===== src/rtl/spi_pkg.sv =====
// Shared types for the SPI register-access front end.
// State encoding, command record and R/W constants.
package spi_pkg;

  typedef enum logic [1:0] {
    IDLE,
    START,
    BUSY,
    RESP
  } spi_reg_state_t;

  localparam logic SPI_RD = 1'b1;
  localparam logic SPI_WR = 1'b0;

  localparam int SPI_ADDR_W = 7;
  localparam int SPI_DATA_W = 16;

  typedef struct packed {
    logic                  rw;
    logic [SPI_ADDR_W-1:0] addr;
    logic [SPI_DATA_W-1:0] wdata;
  } spi_cmd_t;

endpackage


===== src/rtl/spi_cmd_fifo.sv =====
// Command queue for spi_reg_master.
// A pushed entry is offered to the reader one cycle after it lands.
module spi_cmd_fifo
  import spi_pkg::*;
#(
  parameter int DEPTH = 4,
  parameter int WIDTH = 24
) (
  input  logic             clk,
  input  logic             reset_n,
  input  logic             push,
  input  logic [WIDTH-1:0] din,
  input  logic             pop,
  output logic [WIDTH-1:0] dout,
  output logic             full,
  output logic             empty,
  output logic             used
);

  localparam int AW = $clog2(DEPTH);
  localparam logic [AW:0] ONE = (AW+1)'(1);

  logic [AW:0]      wr_q, wr_d;
  logic [AW:0]      rd_q, rd_d;
  logic [AW:0]      vis_q, vis_d;
  logic [WIDTH-1:0] mem_q [DEPTH];
  logic             do_push;
  logic             do_pop;

  assign full = (wr_q[AW] != rd_q[AW]) &&
                (wr_q[AW-1:0] == rd_q[AW-1:0]);
  assign empty = (vis_q == rd_q);
  assign used = (wr_q != rd_q);
  assign dout = mem_q[rd_q[AW-1:0]];

  assign do_push = push && !full;
  assign do_pop = pop && !empty;

  always_comb begin
    wr_d = wr_q;
    rd_d = rd_q;
    vis_d = wr_q;
    if (do_push) wr_d = wr_q + ONE;
    if (do_pop) rd_d = rd_q + ONE;
  end

  always_ff @(posedge clk or negedge reset_n) begin
    if (!reset_n) begin
      wr_q <= '0;
      rd_q <= '0;
      vis_q <= '0;
    end else begin
      wr_q <= wr_d;
      rd_q <= rd_d;
      vis_q <= vis_d;
    end
  end

  always_ff @(posedge clk or negedge reset_n) begin
    if (!reset_n) begin
      for (int i = 0; i < DEPTH; i++) mem_q[i] <= '0;
    end else if (do_push) begin
      mem_q[wr_q[AW-1:0]] <= din;
    end
  end

endmodule


===== src/rtl/spi_reg_master.sv =====
// Register read/write front end driving spi_drv.
// Queues host commands, frames them, returns one response each.
module spi_reg_master
  import spi_pkg::*;
#(
  parameter int SPI_MAXLEN    = 32,
  parameter int ADDR_W        = 7,
  parameter int DATA_W        = 16,
  parameter int FIFO_DEPTH    = 4,
  parameter int START_TIMEOUT = 16
) (
  input  logic                          clk,
  input  logic                          reset_n,
  input  logic                          cmd_valid,
  output logic                          cmd_ready,
  input  logic                          cmd_rw,
  input  logic [ADDR_W-1:0]             cmd_addr,
  input  logic [DATA_W-1:0]             cmd_wdata,
  output logic                          rsp_valid,
  input  logic                          rsp_ready,
  output logic                          rsp_rw,
  output logic [DATA_W-1:0]             rsp_rdata,
  output logic                          rsp_err,
  output logic                          spi_start_cmd,
  output logic [$clog2(SPI_MAXLEN):0]   spi_n_clks,
  output logic [SPI_MAXLEN-1:0]         spi_tx_data,
  input  logic                          spi_drv_rdy,
  input  logic [SPI_MAXLEN-1:0]         spi_rx_miso,
  output logic                          busy
);

  localparam int FRAME = 1 + ADDR_W + DATA_W;
  localparam int NW = $clog2(SPI_MAXLEN) + 1;
  localparam int TW = $clog2(START_TIMEOUT + 1);

  if (FRAME > SPI_MAXLEN) begin : g_len_chk
    $error("frame wider than SPI_MAXLEN");
  end

  spi_reg_state_t        state_q, state_d;
  logic [TW-1:0]         cnt_q, cnt_d;
  logic                  start_q, start_d;
  logic [NW-1:0]         ncl_q, ncl_d;
  logic [SPI_MAXLEN-1:0] tx_q, tx_d;
  logic                  rw_q, rw_d;
  logic [DATA_W-1:0]     rdata_q, rdata_d;
  logic                  err_q, err_d;
  logic                  rv_q, rv_d;

  logic [FRAME-1:0]  fifo_dout;
  logic              fifo_full;
  logic              fifo_empty;
  logic              fifo_used;
  logic              pop;
  logic              f_rw;
  logic [ADDR_W-1:0] f_addr;
  logic [DATA_W-1:0] f_wdata;
  logic [DATA_W-1:0] f_data;
  logic              unused_rx;

  spi_cmd_fifo #(
    .DEPTH (FIFO_DEPTH),
    .WIDTH (FRAME)
  ) u_fifo (
    .clk     (clk),
    .reset_n (reset_n),
    .push    (cmd_valid),
    .din     ({cmd_rw, cmd_addr, cmd_wdata}),
    .pop     (pop),
    .dout    (fifo_dout),
    .full    (fifo_full),
    .empty   (fifo_empty),
    .used    (fifo_used)
  );

  assign f_rw = fifo_dout[FRAME-1];
  assign f_addr = fifo_dout[FRAME-2 -: ADDR_W];
  assign f_wdata = fifo_dout[DATA_W-1:0];
  assign f_data = (f_rw == SPI_RD) ? '0 : f_wdata;
  assign unused_rx = ^spi_rx_miso[SPI_MAXLEN-1:DATA_W];

  assign cmd_ready = !fifo_full;
  assign rsp_valid = rv_q;
  assign rsp_rw = rw_q;
  assign rsp_rdata = rdata_q;
  assign rsp_err = err_q;
  assign spi_start_cmd = start_q;
  assign spi_n_clks = ncl_q;
  assign spi_tx_data = tx_q;
  assign busy = (state_q != IDLE) || fifo_used;

  always_comb begin
    state_d = state_q;
    cnt_d = cnt_q;
    start_d = start_q;
    ncl_d = ncl_q;
    tx_d = tx_q;
    rw_d = rw_q;
    rdata_d = rdata_q;
    err_d = err_q;
    rv_d = rv_q;
    pop = 1'b0;
    unique case (state_q)
      IDLE: begin
        if (!fifo_empty && spi_drv_rdy) begin
          pop = 1'b1;
          tx_d = SPI_MAXLEN'({f_rw, f_addr, f_data});
          ncl_d = NW'(FRAME);
          rw_d = f_rw;
          start_d = 1'b1;
          cnt_d = '0;
          state_d = START;
        end
      end
      START: begin
        if (!spi_drv_rdy) begin
          start_d = 1'b0;
          state_d = BUSY;
        end else if (cnt_q == TW'(START_TIMEOUT - 1)) begin
          start_d = 1'b0;
          err_d = 1'b1;
          rdata_d = '0;
          rv_d = 1'b1;
          state_d = RESP;
        end else begin
          cnt_d = cnt_q + TW'(1);
        end
      end
      BUSY: begin
        // No timeout here: frame time depends on the driver's clock divide
        if (spi_drv_rdy) begin
          rdata_d = (rw_q == SPI_RD) ? spi_rx_miso[DATA_W-1:0] : '0;
          err_d = 1'b0;
          rv_d = 1'b1;
          state_d = RESP;
        end
      end
      RESP: begin
        if (rsp_ready) begin
          rv_d = 1'b0;
          state_d = IDLE;
        end
      end
    endcase
  end

  always_ff @(posedge clk or negedge reset_n) begin
    if (!reset_n) begin
      state_q <= IDLE;
      cnt_q <= '0;
      start_q <= 1'b0;
      ncl_q <= '0;
      tx_q <= '0;
      rw_q <= 1'b0;
      rdata_q <= '0;
      err_q <= 1'b0;
      rv_q <= 1'b0;
    end else begin
      state_q <= state_d;
      cnt_q <= cnt_d;
      start_q <= start_d;
      ncl_q <= ncl_d;
      tx_q <= tx_d;
      rw_q <= rw_d;
      rdata_q <= rdata_d;
      err_q <= err_d;
      rv_q <= rv_d;
    end
  end

endmodule

===== config.mk =====
export PLATFORM = sky130hd
export DESIGN_NAME = spi_reg_master
export DESIGN_NICKNAME = d
export VERILOG_FILES = /design/src/rtl/spi_pkg.sv /design/src/rtl/spi_cmd_fifo.sv /design/src/rtl/spi_reg_master.sv
export SDC_FILE = /design/constraint.sdc
export NUM_CORES = 1
export LEC_CHECK = 0
export BUFFER_PORTS_ARGS = -buffer_cell sky130_fd_sc_hd__buf_2
export CORE_MARGIN = 1.5
export CORE_UTILIZATION = 45
export CTS_CLUSTER_SIZE = 12
export DETAILED_ROUTE_END_ITERATION = 8
export PLACE_DENSITY = 0.66
export SLEW_MARGIN = 5
export SYNTH_ARGS = -nofsm -noshare
export SYNTH_HDL_FRONTEND = slang
export SYNTH_SLANG_ARGS = --single-unit

===== constraint.sdc =====
create_clock -name clk -period 2.7 [get_ports clk]
set_input_delay 0.27 -clock clk [delete_from_list [all_inputs] [get_ports clk]]
set_output_delay 0.27 -clock clk [all_outputs]
set_load 0.02 [all_outputs]

==> results of run 1 <==
flip-flops by register name (all words and copies together) (netlist names), 2 cells and up:
register,cells
u_fifo.vis_q,3
state_q,2
rsp_rdata,16
cnt_q,5
u_fifo.mem_q,96
u_fifo.rd_q,3
spi_tx_data,23
u_fifo.vis_d,3
critical path, stage by stage (launching register included):
cell and delay [ns]:
sky130_fd_sc_hd__dfrtp_1 0.40, sky130_fd_sc_hd__ha_1 0.23, sky130_fd_sc_hd__and3_1 0.19, sky130_fd_sc_hd__ha_1 0.22, sky130_fd_sc_hd__a21boi_0 0.30, sky130_fd_sc_hd__o21ai_0 0.25, sky130_fd_sc_hd__or2_4 0.31, sky130_fd_sc_hd__a221o_1 0.34
cell families after synthesis:
logic type / after synthesis / share of synthesized area, %
AO/OA/AOI/OAI: 59 / 4.94
XOR/XNOR: 10 / 1.47
adder cells (fa/ha/maj): 12 / 2.00
buffers and inverters: 55 / 5.88
flip-flops: 156 / 52.1
multiplexers: 131 / 27.3
other: 1 / 0.0501
AND/OR/NAND/NOR: 94 / 6.30
layer usage:
metal  wire length (um)  vias up
met5                  0        -
met4                221        0
met3                595       15
met2               6940       95
met1               6520     2166
li1                   -     1971
metrics by stage:
stage | hold slack [ns] | util, %
finish | 0.0983 | 53.3
global route | 0.0923 | 53.3
CTS | 0.0738 | 53.3
detailed placement | 0.360 | 49.6
global placement | 0.341 | 49.6
floorplan | -0.0256 | -
cell type report:
cell class,instances,area [um2]
clock inverter,12,149
tap,216,270
sequential,156,3910
multi-input combinational,318,3190
inverter,11,41.3
timing repair buffer,104,572
clock buffer,19,433
fill,1353,7500
how the worst max path moves through the flow:
| stage | from | cells after the start | end | slack [ns] |
|---|---|---|---|---|
| detailed placement | cnt_q[0] | 7 | cnt_q[3] | 0.34 |
| global placement | cnt_q[0] | 7 | cnt_q[3] | 0.41 |
| finish | cnt_q[0] | 7 | cnt_q[3] | 0.34 |
| CTS | cnt_q[0] | 7 | cnt_q[3] | 0.35 |
| global route | cnt_q[0] | 7 | cnt_q[3] | 0.19 |
| floorplan | cnt_q[0] | 7 | cnt_q[3] | 0.57 |
report_power, final:
part / internal, mW / switching (mW) / total, mW
combinational: 2.62 / 2.16 / 4.78
sequential: 3.48 / 0.687 / 4.16
clock: 1.44 / 0.928 / 2.37
total: 7.54 / 3.77 / 11.3
layout by cell type (no fill, tap or decap), types with 2 or more instances in the layout:
cell type                   Yosys  layout
sky130_fd_sc_hd__mux4_2        24      24
sky130_fd_sc_hd__nand3b_1       2       2
sky130_fd_sc_hd__clkbuf_16      0      17
sky130_fd_sc_hd__nand2b_1      19      19
sky130_fd_sc_hd__xnor2_1        2       2
sky130_fd_sc_hd__mux2_1         4       4
sky130_fd_sc_hd__xor2_1         5       5
sky130_fd_sc_hd__buf_4         16      10
sky130_fd_sc_hd__a21o_1         3       3
sky130_fd_sc_hd__clkinv_2       0       5
sky130_fd_sc_hd__conb_1         1      12
sky130_fd_sc_hd__nor2b_1        2       2
sky130_fd_sc_hd__o21ai_0       42      42
sky130_fd_sc_hd__clkinv_4       0       3
sky130_fd_sc_hd__bufinv_16      0       3
sky130_fd_sc_hd__ha_1          12      12
sky130_fd_sc_hd__xnor2_2        2       2
sky130_fd_sc_hd__and2_4         4       4
sky130_fd_sc_hd__a21oi_1        2       2
sky130_fd_sc_hd__nand3_1        2       2
sky130_fd_sc_hd__mux2_2        24      24
sky130_fd_sc_hd__clkbuf_1       8       2
sky130_fd_sc_hd__dfrtp_1      156     155
sky130_fd_sc_hd__a221o_1        2       2
sky130_fd_sc_hd__a211oi_1       2       2
sky130_fd_sc_hd__mux2_4        79      79
sky130_fd_sc_hd__nand2_1       54      54
sky130_fd_sc_hd__o22ai_1        2       2
sky130_fd_sc_hd__inv_1         11      11
sky130_fd_sc_hd__and2_1         2       2
sky130_fd_sc_hd__nor2_1         2       2
sky130_fd_sc_hd__buf_2          5      91
==> results_tabular.tex, run 1 <==
\begin{tabular}{lr}
\hline
Metric & Value \\
\hline
\multicolumn{2}{l}{\textbf{CTS}} \\
Clock-pin slew on the worst setup and hold paths & 0.06 ns \\
Root Buffer Master & sky130\_fd\_sc\_hd\_\_clkbuf\_16 \\
Cts-stage hold buffer count & 1 \\
Maximum clock insertion buffer count & 2 \\
Level count of the clock H-tree & 4 \\
Num CTS Buffers & 17 \\
Number of sinks on the clock net & 156 \\
Post-CTS setup buffers & 0 \\
\# resized after CTS & 0 \\
Clk\_lat worst skew & between 0.4 and 0.5 ns \\
CTS tree & done \\
\multicolumn{2}{l}{\textbf{Timing}} \\
Clock skew after layout & around 0.011 ns \\
Final TNS setup & 0 ns \\
Setup repair after global routing missed its margin & false \\
Worst slew pin tran & 0.711 ns \\
Fmax achieved & 0.424 GHz \\
Total of endpoints with negative setup slack in the final report & 0 \\
Share of the cycle needed by the critical path after routing & 87.4\% \\
Post-layout minimum cycle time & $\sim$2.4 ns \\
Final hold viol count & 0 \\
Fin. max-slew vios & 0 \\
Final worst-path setup slack & 0.341 ns \\
Normalized max-slew margin & between 50\% and 60\% \\
\multicolumn{2}{l}{\textbf{Place}} \\
Final weighted congestion of routability-driven global placement & a little over 0.8 \\
Worst slack after detailed placement & roughly 0.34 ns \\
Count of input and output buffers & between 90 and 100 \\
Cell Count Post-Placement & between 800 and 900 \\
Placed Area & 0.00797 mm2 \\
Detailed-placement wirelength estimate & 9360 um \\
\multicolumn{2}{l}{\textbf{Drt}} \\
Detail Route Antenna Nets & 0 \\
Wirelength per Cell & between 15 and 20 um \\
Via total after detailed routing & roughly 4200 \\
Drc violations & 0 \\
Total detailed-routing wirelength & $\sim$14000 um \\
Number of optimization iterations in the first detailed-route pass & 4 \\
DR iter-0 viols & about 180 \\
Via count normalized by instance count & roughly 5.1 \\
\multicolumn{2}{l}{\textbf{Critical path}} \\
Worst endpoint data arrival time & 2.67 ns \\
Worst-case register-to-register setup slack & around 0.34 ns \\
Reg-to-reg critical path startpoint & cnt\_q[0] \\
Reg2reg path depth & 7 \\
Worst setup SP type & flop \\
WS Path Type & flop to flop \\
Crit path required time & between 3 and 4 ns \\
Largest driver fanout on the critical path & 5 \\
Capture point of the worst reg-to-reg path & cnt\_q[3] \\
Kind of end point of the critical path & flop \\
\multicolumn{2}{l}{\textbf{Yosys}} \\
Number of synthesized flops with an enable pin & 0 \\
Number of synthesized register bits & 156 \\
Area contributors post-synth & sky130\_fd\_sc\_hd\_\_dfrtp\_1 (52\%), sky130\_fd\_sc\_hd\_\_mux2\_4 (16\%), sky130\_fd\_sc\_hd\_\_mux4\_2 (7.2\%), sky130\_fd\_sc\_hd\_\_mux2\_2 (3.6\%), sky130\_fd\_sc\_hd\_\_o21ai\_0 (2.8\%) \\
Async set-reset flop share out of synthesis & 100\% \\
Largest area contributor in the synthesized netlist & sky130\_fd\_sc\_hd\_\_dfrtp\_1 \\
Synth Flop Type & sky130\_fd\_sc\_hd\_\_dfrtp\_1 \\
Post-synthesis instance area & 0.00749 mm2 \\
Sequential element share of the synthesized area & 52.1\% \\
Gate count of the mapped netlist & 518 \\
List of most frequent post-synthesis cells & sky130\_fd\_sc\_hd\_\_dfrtp\_1 (156), sky130\_fd\_sc\_hd\_\_mux2\_4 (79), sky130\_fd\_sc\_hd\_\_nand2\_1 (54) \\
Portion of synthesized cell area occupied by the leading cell type & $\sim$52\% \\
Per-instance average area after synthesis & about 14 um2 \\
Most frequent cell after synthesis & sky130\_fd\_sc\_hd\_\_dfrtp\_1 \\
Count of distinct cell types in the synthesized netlist & between 40 and 50 \\
Number of warnings issued by yosys & 0 \\
\multicolumn{2}{l}{\textbf{Hold path}} \\
Classification of the worst-slack hold path & primary input to flop \\
Hold Startpoint & spi\_rx\_miso[5] \\
Worst Hold Path EP & rsp\_rdata[5] \\
Worst hold stages & 3 \\
\multicolumn{2}{l}{\textbf{Power}} \\
Max IR drop VDD & 0.550 mV \\
Power density cells & 1320 mW/mm2 \\
Total leakage power & roughly 4.0 nW \\
Post-layout total power & 11.3 mW \\
\multicolumn{2}{l}{\textbf{Global route}} \\
Most used routing layer & met2 \\
Global-route wire length before repair & between 20000 and 25000 um \\
Met2 track utilization from global routing & between 20\% and 30\% \\
Met3 track utilization from global routing & 4.15\% \\
Largest net degree at the start of global routing & 79 \\
GR met1 Demand/Resource & a little under a quarter \\
Overall Global Routing Usage & approximately 18\% \\
Via count of the first global-routing pass & between 4000 and 5000 \\
Aggregate global routing overflow & 0 \\
Initial antenna violation count & 0 \\
\multicolumn{2}{l}{\textbf{Cells and area}} \\
Post-layout net count & slightly below 700 \\
Final Instance Count excl. Fillers & between 800 and 900 \\
Share of post-route cells with drive strength above 1 & a little over two fifths \\
Signed area change from the synthesized netlist to the final layout & 14.2\% \\
Fin area & 0.00856 mm2 \\
Count of inserted antenna diode cells & 0 \\
\multicolumn{2}{l}{\textbf{Floorplanning}} \\
Boundary Pins & 121 \\
Area enclosed by the die boundary & roughly 0.017 mm2 \\
Placeable core area & around 0.016 mm2 \\
Overall die height & 132 um \\
Starting Density & between 40 and 50\% \\
Die width & about 130 um \\
Core Rows & 46 \\
\multicolumn{2}{l}{\textbf{Run status}} \\
Outcome & finished, final reports clean \\
\multicolumn{2}{l}{\textbf{Job}} \\
Max-cap check violation count & 0 \\
\hline
\end{tabular}
Power figures use the tool's default switching activity.
==> inputs of run 2 (changes only) <==
- BUFFER_PORTS_ARGS: -buffer_cell sky130_fd_sc_hd__buf_2 -> default
- DONT_BUFFER_PORTS: default -> 1
- PLACE_DENSITY: 0.66 -> default
==> results_tabular.tex, run 2 (synthesized netlist as in run 1, its figures left out) <==
\begin{tabular}{lr}
\hline
Metric & Value \\
\hline
\multicolumn{2}{l}{\textbf{CTS}} \\
Clock-pin slew on the worst setup and hold paths & $\sim$0.060 ns \\
Level count of the clock H-tree & 4 \\
Clk\_lat worst skew & between 0.4 and 0.5 ns \\
Cts-stage hold buffer count & 39 \\
Root Buffer Master & sky130\_fd\_sc\_hd\_\_clkbuf\_16 \\
Num CTS Buffers & 17 \\
CTS tree & done \\
Maximum clock insertion buffer count & 2 \\
Number of sinks on the clock net & 156 \\
\multicolumn{2}{l}{\textbf{Drt}} \\
Number of optimization iterations in the first detailed-route pass & 4 \\
Wirelength per Cell & $\sim$19 um \\
Via total after detailed routing & 4058 \\
Via count normalized by instance count & between 5 and 6 \\
DR iter-0 viols & approximately 180 \\
Detail Route Antenna Nets & 0 \\
Drc violations & 0 \\
Total detailed-routing wirelength & between 10000 and 15000 um \\
\multicolumn{2}{l}{\textbf{Cells and area}} \\
Count of fill cells added during filler insertion & approximately 1300 \\
Count of inserted antenna diode cells & 0 \\
Share of post-route cells with drive strength above 1 & a little under a third \\
Storage element area & slightly below 0.004 mm2 \\
Commonest cells after routing, fill and taps aside & sky130\_fd\_sc\_hd\_\_dfrtp\_1 (155), sky130\_fd\_sc\_hd\_\_mux2\_4 (79), sky130\_fd\_sc\_hd\_\_nand2\_1 (54) \\
Signed area change from the synthesized netlist to the final layout & 13.7\% \\
Fin area & $\sim$0.0085 mm2 \\
Area occupied by multi-input gates & 0.00319 mm2 \\
Largest register by flop count & u\_fifo.mem\_q \\
Post-layout net count & $\sim$620 \\
Most common library cell in the layout ignoring fill and taps & sky130\_fd\_sc\_hd\_\_dfrtp\_1 \\
Number of flip-flops in the largest register & 96 \\
\multicolumn{2}{l}{\textbf{Global route}} \\
Initial antenna violation count & 0 \\
Global-route wire length before repair & between 20000 and 25000 um \\
Aggregate global routing overflow & 0 \\
Via count of the first global-routing pass & 4391 \\
Overall Global Routing Usage & around 18\% \\
Largest net degree at the start of global routing & between 150 and 200 \\
\multicolumn{2}{l}{\textbf{Critical path}} \\
WS Path Type & flop to flop \\
Crit path required time & approximately 3.0 ns \\
Reg-to-reg critical path startpoint & cnt\_q[0] \\
Worst endpoint data arrival time & between 2 and 3 ns \\
Largest driver fanout on the critical path & 5 \\
Worst setup SP type & flop \\
Capture point of the worst reg-to-reg path & cnt\_q[3] \\
Reg2reg path depth & 7 \\
Kind of end point of the critical path & flop \\
Worst-case register-to-register setup slack & just over 0.3 ns \\
\multicolumn{2}{l}{\textbf{Hold path}} \\
Classification of the worst-slack hold path & primary input to async pin \\
\multicolumn{2}{l}{\textbf{Power}} \\
Proportion of total power due to net switching & around 32\% \\
Internal Pwr Total & approximately 7.7 mW \\
Clk pwr share & around a quarter \\
Max IR drop VDD & approximately 0.53 mV \\
Proportion of power drawn by combinational gates & between 30\% and 40\% \\
Power density cells & 1340 mW/mm2 \\
Sw Pwr & $\sim$3.7 mW \\
Part of the power in registers & between 40\% and 50\% \\
Total leakage power & around 3.7 nW \\
\multicolumn{2}{l}{\textbf{Floorplanning}} \\
Placeable core area & $\sim$0.016 mm2 \\
Die width & 132 um \\
Overall die height & 132 um \\
Area enclosed by the die boundary & between 0.015 and 0.02 mm2 \\
Boundary Pins & about 120 \\
Starting Density & 46.7\% \\
Core Rows & between 40 and 50 \\
\multicolumn{2}{l}{\textbf{Timing}} \\
Fin. max-slew vios & 0 \\
Normalized max-slew margin & about three fifths \\
Post-layout minimum cycle time & 2.39 ns \\
Share of the cycle needed by the critical path after routing & roughly nine tenths \\
Setup repair after global routing missed its margin & false \\
Clock skew after layout & about 0.008 ns \\
Minimum hold slack & -0.462 ns \\
Total of endpoints with negative setup slack in the final report & 0 \\
Final hold viol count & approximately 160 \\
Fmax achieved & between 0.4 and 0.5 GHz \\
Worst slew pin tran & just under 0.6 ns \\
Final TNS setup & 0 ns \\
\multicolumn{2}{l}{\textbf{Place}} \\
Placed Area & roughly 0.0075 mm2 \\
Detailed-placement wirelength estimate & between 8000 and 9000 um \\
Count of input and output buffers & 0 \\
Final weighted congestion of routability-driven global placement & $\sim$0.76 \\
\multicolumn{2}{l}{\textbf{Run status}} \\
Outcome & finished with violations \\
Violated checks & negative hold slack \\
\multicolumn{2}{l}{\textbf{Job}} \\
Max-cap check violation count & 0 \\
\hline
\end{tabular}
[run 2: changes by cell type in the layout (fill, tap and decap cells not counted)]
cell / previous run / this run
sky130_fd_sc_hd__clkbuf_1: 2 / 1
sky130_fd_sc_hd__buf_12: 1 / 0
sky130_fd_sc_hd__buf_6: 1 / 0
sky130_fd_sc_hd__dlygate4sd3_1: 1 / 39
sky130_fd_sc_hd__bufinv_16: 3 / 7
sky130_fd_sc_hd__buf_2: 91 / 0
sky130_fd_sc_hd__clkinv_4: 3 / 0
sky130_fd_sc_hd__clkinv_2: 5 / 6
sky130_fd_sc_hd__buf_4: 10 / 6
[run 2: through the flow]
step | setup slack, ns | hold WS, ns | utilization [%] | total power [mW] | instances
2_1_floorplan | 0.568 | -0.0256 | - | 8.04 | 529
3_3_place_gp | 0.396 | -0.0169 | 46.4 | 8.49 | 707
3_5_place_dp | 0.323 | -0.0171 | 46.4 | 8.66 | 707
4_1_cts | 0.316 | -0.477 | 53.0 | 11.5 | 778
5_1_grt | 0.144 | -0.487 | 53.0 | 12.1 | 778
6_report | 0.310 | -0.462 | 53.0 | 11.4 | 778
[run 2: routing by layer]
layer  vias up  routed length (um)  track usage, %  share of wire [%]
li1       1852                   -               -                  -
met1      2093                6560            23.1                 45
met2        95                6900            28.3                 48
met3        18                 739            4.65                5.1
met4         0                 221            7.04                1.5
met5         -                   0               0                  0
[run 2: worst max-delay path, cell delays in order (launching register included)]
cell and delay [ns]:
sky130_fd_sc_hd__dfrtp_1 0.41, sky130_fd_sc_hd__ha_1 0.24, sky130_fd_sc_hd__and3_1 0.19, sky130_fd_sc_hd__ha_1 0.23, sky130_fd_sc_hd__a21boi_0 0.31, sky130_fd_sc_hd__o21ai_0 0.25, sky130_fd_sc_hd__or2_4 0.31, sky130_fd_sc_hd__a221o_1 0.34
[run 2: layout make-up]
class                      count  area share (%)
multi-input combinational    318            37.4
inverter                      11           0.485
clock inverter                14            2.91
tap                          216            3.17
sequential                   156            45.8
timing repair buffer          45            5.11
clock buffer                  18            5.04
[run 2: repair_timing]
| item | CTS | global route |
|---|---|---|
| buffers inserted | 0 | 0 |
| hold endpoints to repair | 267 | 156 |
| gates resized for setup | 0 | 0 |
[run 2: how the worst max path moves through the flow]
stage / start / endpoint / cells past startpoint
2_1_floorplan: cnt_q[0] / cnt_q[3] / 7
3_3_place_gp: cnt_q[0] / cnt_q[3] / 7
3_5_place_dp: cnt_q[0] / cnt_q[3] / 7
4_1_cts: cnt_q[0] / cnt_q[3] / 7
5_1_grt: cnt_q[0] / cnt_q[3] / 7
6_report: cnt_q[0] / cnt_q[3] / 7
[run 2: power groups by stage]
stage / sequential (mW) / clock [mW] / combinational, mW
2_1_floorplan: 4.31 / 0 / 3.73
5_1_grt: 4.74 / 2.92 / 4.43
4_1_cts: 4.60 / 2.82 / 4.11
3_3_place_gp: 4.55 / 0 / 3.94
6_report: 4.60 / 2.75 / 4.06
3_5_place_dp: 4.62 / 0 / 4.04
==> inputs of run 3 (changes only) <==
- HOLD_SLACK_MARGIN: default -> 0.12
==> results_tabular.tex, run 3 (synthesized netlist as in run 1, its figures left out) <==
\begin{tabular}{lr}
\hline
Metric & Value \\
\hline
\multicolumn{2}{l}{\textbf{Run status}} \\
Outcome & finished with violations \\
Violated checks & negative hold slack \\
\multicolumn{2}{l}{\textbf{Global route}} \\
Largest net degree at the start of global routing & around 160 \\
Global-route wire length before repair & between 20000 and 25000 um \\
Initial antenna violation count & 0 \\
Via count of the first global-routing pass & $\sim$4400 \\
Aggregate global routing overflow & 0 \\
Overall Global Routing Usage & between 10\% and 20\% \\
\multicolumn{2}{l}{\textbf{Critical path}} \\
WS Path Type & flop to flop \\
Worst-case register-to-register setup slack & 0.31 ns \\
Largest driver fanout on the critical path & 5 \\
Worst setup SP type & flop \\
Crit path required time & around 3.0 ns \\
Kind of end point of the critical path & flop \\
Worst endpoint data arrival time & around 2.7 ns \\
\multicolumn{2}{l}{\textbf{Hold path}} \\
Classification of the worst-slack hold path & primary input to async pin \\
\multicolumn{2}{l}{\textbf{CTS}} \\
Maximum clock insertion buffer count & 2 \\
Num CTS Buffers & 17 \\
Root Buffer Master & sky130\_fd\_sc\_hd\_\_clkbuf\_16 \\
Post-CTS setup buffers & 0 \\
Number of sinks on the clock net & approximately 160 \\
Clk\_lat worst skew & between 0.4 and 0.5 ns \\
Level count of the clock H-tree & 4 \\
\# resized after CTS & 0 \\
Clock-pin slew on the worst setup and hold paths & 0.06 ns \\
Cts-stage hold buffer count & 42 \\
CTS tree & done \\
\multicolumn{2}{l}{\textbf{Floorplanning}} \\
Area enclosed by the die boundary & 0.0174 mm2 \\
Die width & approximately 130 um \\
Core Rows & 46 \\
Placeable core area & about 0.016 mm2 \\
Starting Density & 46.7\% \\
Boundary Pins & roughly 120 \\
Overall die height & roughly 130 um \\
\multicolumn{2}{l}{\textbf{Drt}} \\
Wirelength per Cell & about 19 um \\
Number of optimization iterations in the first detailed-route pass & 4 \\
Total detailed-routing wirelength & $\sim$15000 um \\
Via count normalized by instance count & between 5 and 6 \\
Detail Route Antenna Nets & 0 \\
DR iter-0 viols & between 150 and 200 \\
Via total after detailed routing & $\sim$4100 \\
Drc violations & 0 \\
\multicolumn{2}{l}{\textbf{Power}} \\
Power density cells & 1340 mW/mm2 \\
Max IR drop VDD & 0.522 mV \\
Total leakage power & between 3 and 4 nW \\
Post-layout total power & between 10 and 15 mW \\
\multicolumn{2}{l}{\textbf{Place}} \\
Count of input and output buffers & 0 \\
Detailed-placement wirelength estimate & around 8600 um \\
Final weighted congestion of routability-driven global placement & between 0.7 and 0.8 \\
\multicolumn{2}{l}{\textbf{Timing}} \\
Final TNS setup & 0 ns \\
Worst slew pin tran & 0.588 ns \\
Fmax achieved & 0.419 GHz \\
Share of the cycle needed by the critical path after routing & between 80 and 90\% \\
Setup repair after global routing missed its margin & false \\
Post-layout minimum cycle time & roughly 2.4 ns \\
Fin. max-slew vios & 0 \\
Minimum hold slack & -0.461 ns \\
Normalized max-slew margin & between 60\% and 70\% \\
Clock skew after layout & around 0.011 ns \\
Total of endpoints with negative setup slack in the final report & 0 \\
Final hold viol count & 156 \\
\multicolumn{2}{l}{\textbf{Cells and area}} \\
Commonest cells after routing, fill and taps aside & sky130\_fd\_sc\_hd\_\_dfrtp\_1 (155), sky130\_fd\_sc\_hd\_\_mux2\_4 (79), sky130\_fd\_sc\_hd\_\_nand2\_1 (54) \\
Number of flip-flops in the largest register & 96 \\
Share of post-route cells with drive strength above 1 & 31.2\% \\
Count of inserted antenna diode cells & 0 \\
Most common library cell in the layout ignoring fill and taps & sky130\_fd\_sc\_hd\_\_dfrtp\_1 \\
Count of fill cells added during filler insertion & 1316 \\
Largest register by flop count & u\_fifo.mem\_q \\
Signed area change from the synthesized netlist to the final layout & 14.1\% \\
Post-layout net count & $\sim$630 \\
\multicolumn{2}{l}{\textbf{Job}} \\
Max-cap check violation count & 0 \\
\hline
\end{tabular}
run 3: path summary, 6_finish.rpt:
path | from | to | depth (start not counted)
min in group clk | cmd_valid | u_fifo.vis_d[0] | 3
setup / recovery | cnt_q[0] | cnt_q[3] | 7
max in group asynchronous | reset_n | u_fifo.mem_q[55] | 0
hold reg to reg | u_fifo.vis_d[2] | u_fifo.vis_q[2] | 0
hold / removal | reset_n | cnt_q[3] | 0
setup reg to reg | cnt_q[0] | cnt_q[3] | 7
run 3: per-layer routing:
| layer | part of all wire (%) | GRT usage [%] |
|---|---|---|
| met1 | 46 | 23.4 |
| met2 | 48 | 28.4 |
| met3 | 4.3 | 4.54 |
| met4 | 1.5 | 7.04 |
| met5 | 0 | 0 |
run 3: metrics by stage:
step	worst slack [ns]	std cells	hold slack (ns)	cell area, um2	util, %
global route	0.144	781	-0.487	8550	53.2
detailed placement	0.323	707	-0.0171	7450	46.4
floorplan	0.568	529	-0.0256	7530	-
global placement	0.396	707	-0.0169	7450	46.4
finish	0.312	781	-0.461	8550	53.2
CTS	0.316	781	-0.477	8550	53.2
run 3: report_power, final:
group          internal [mW]  switching [mW]  total (mW)  leakage [nW]
logic                   2.43            1.64        4.06          1.51
clock network           1.81           0.935        2.75         0.333
registers               3.48            1.13        4.60          1.91
total                   7.72            3.70        11.4          3.75
run 3: cell type report:
cell class	instances	area, um2	share of cell area [%]
inverters	11	41.3	0.483
clock buffers	18	429	5.02
repair buffers	48	465	5.44
flip-flops and latches	156	3910	45.7
multi-input cells	318	3190	37.3
well taps	216	270	3.16
clock inverters	14	248	2.90
run 3: worst max-delay path, stage by stage (launching register included):
cell	delay, ns
sky130_fd_sc_hd__dfrtp_1	0.41
sky130_fd_sc_hd__ha_1	0.24
sky130_fd_sc_hd__and3_1	0.19
sky130_fd_sc_hd__ha_1	0.23
sky130_fd_sc_hd__a21boi_0	0.31
sky130_fd_sc_hd__o21ai_0	0.25
sky130_fd_sc_hd__or2_4	0.31
sky130_fd_sc_hd__a221o_1	0.34
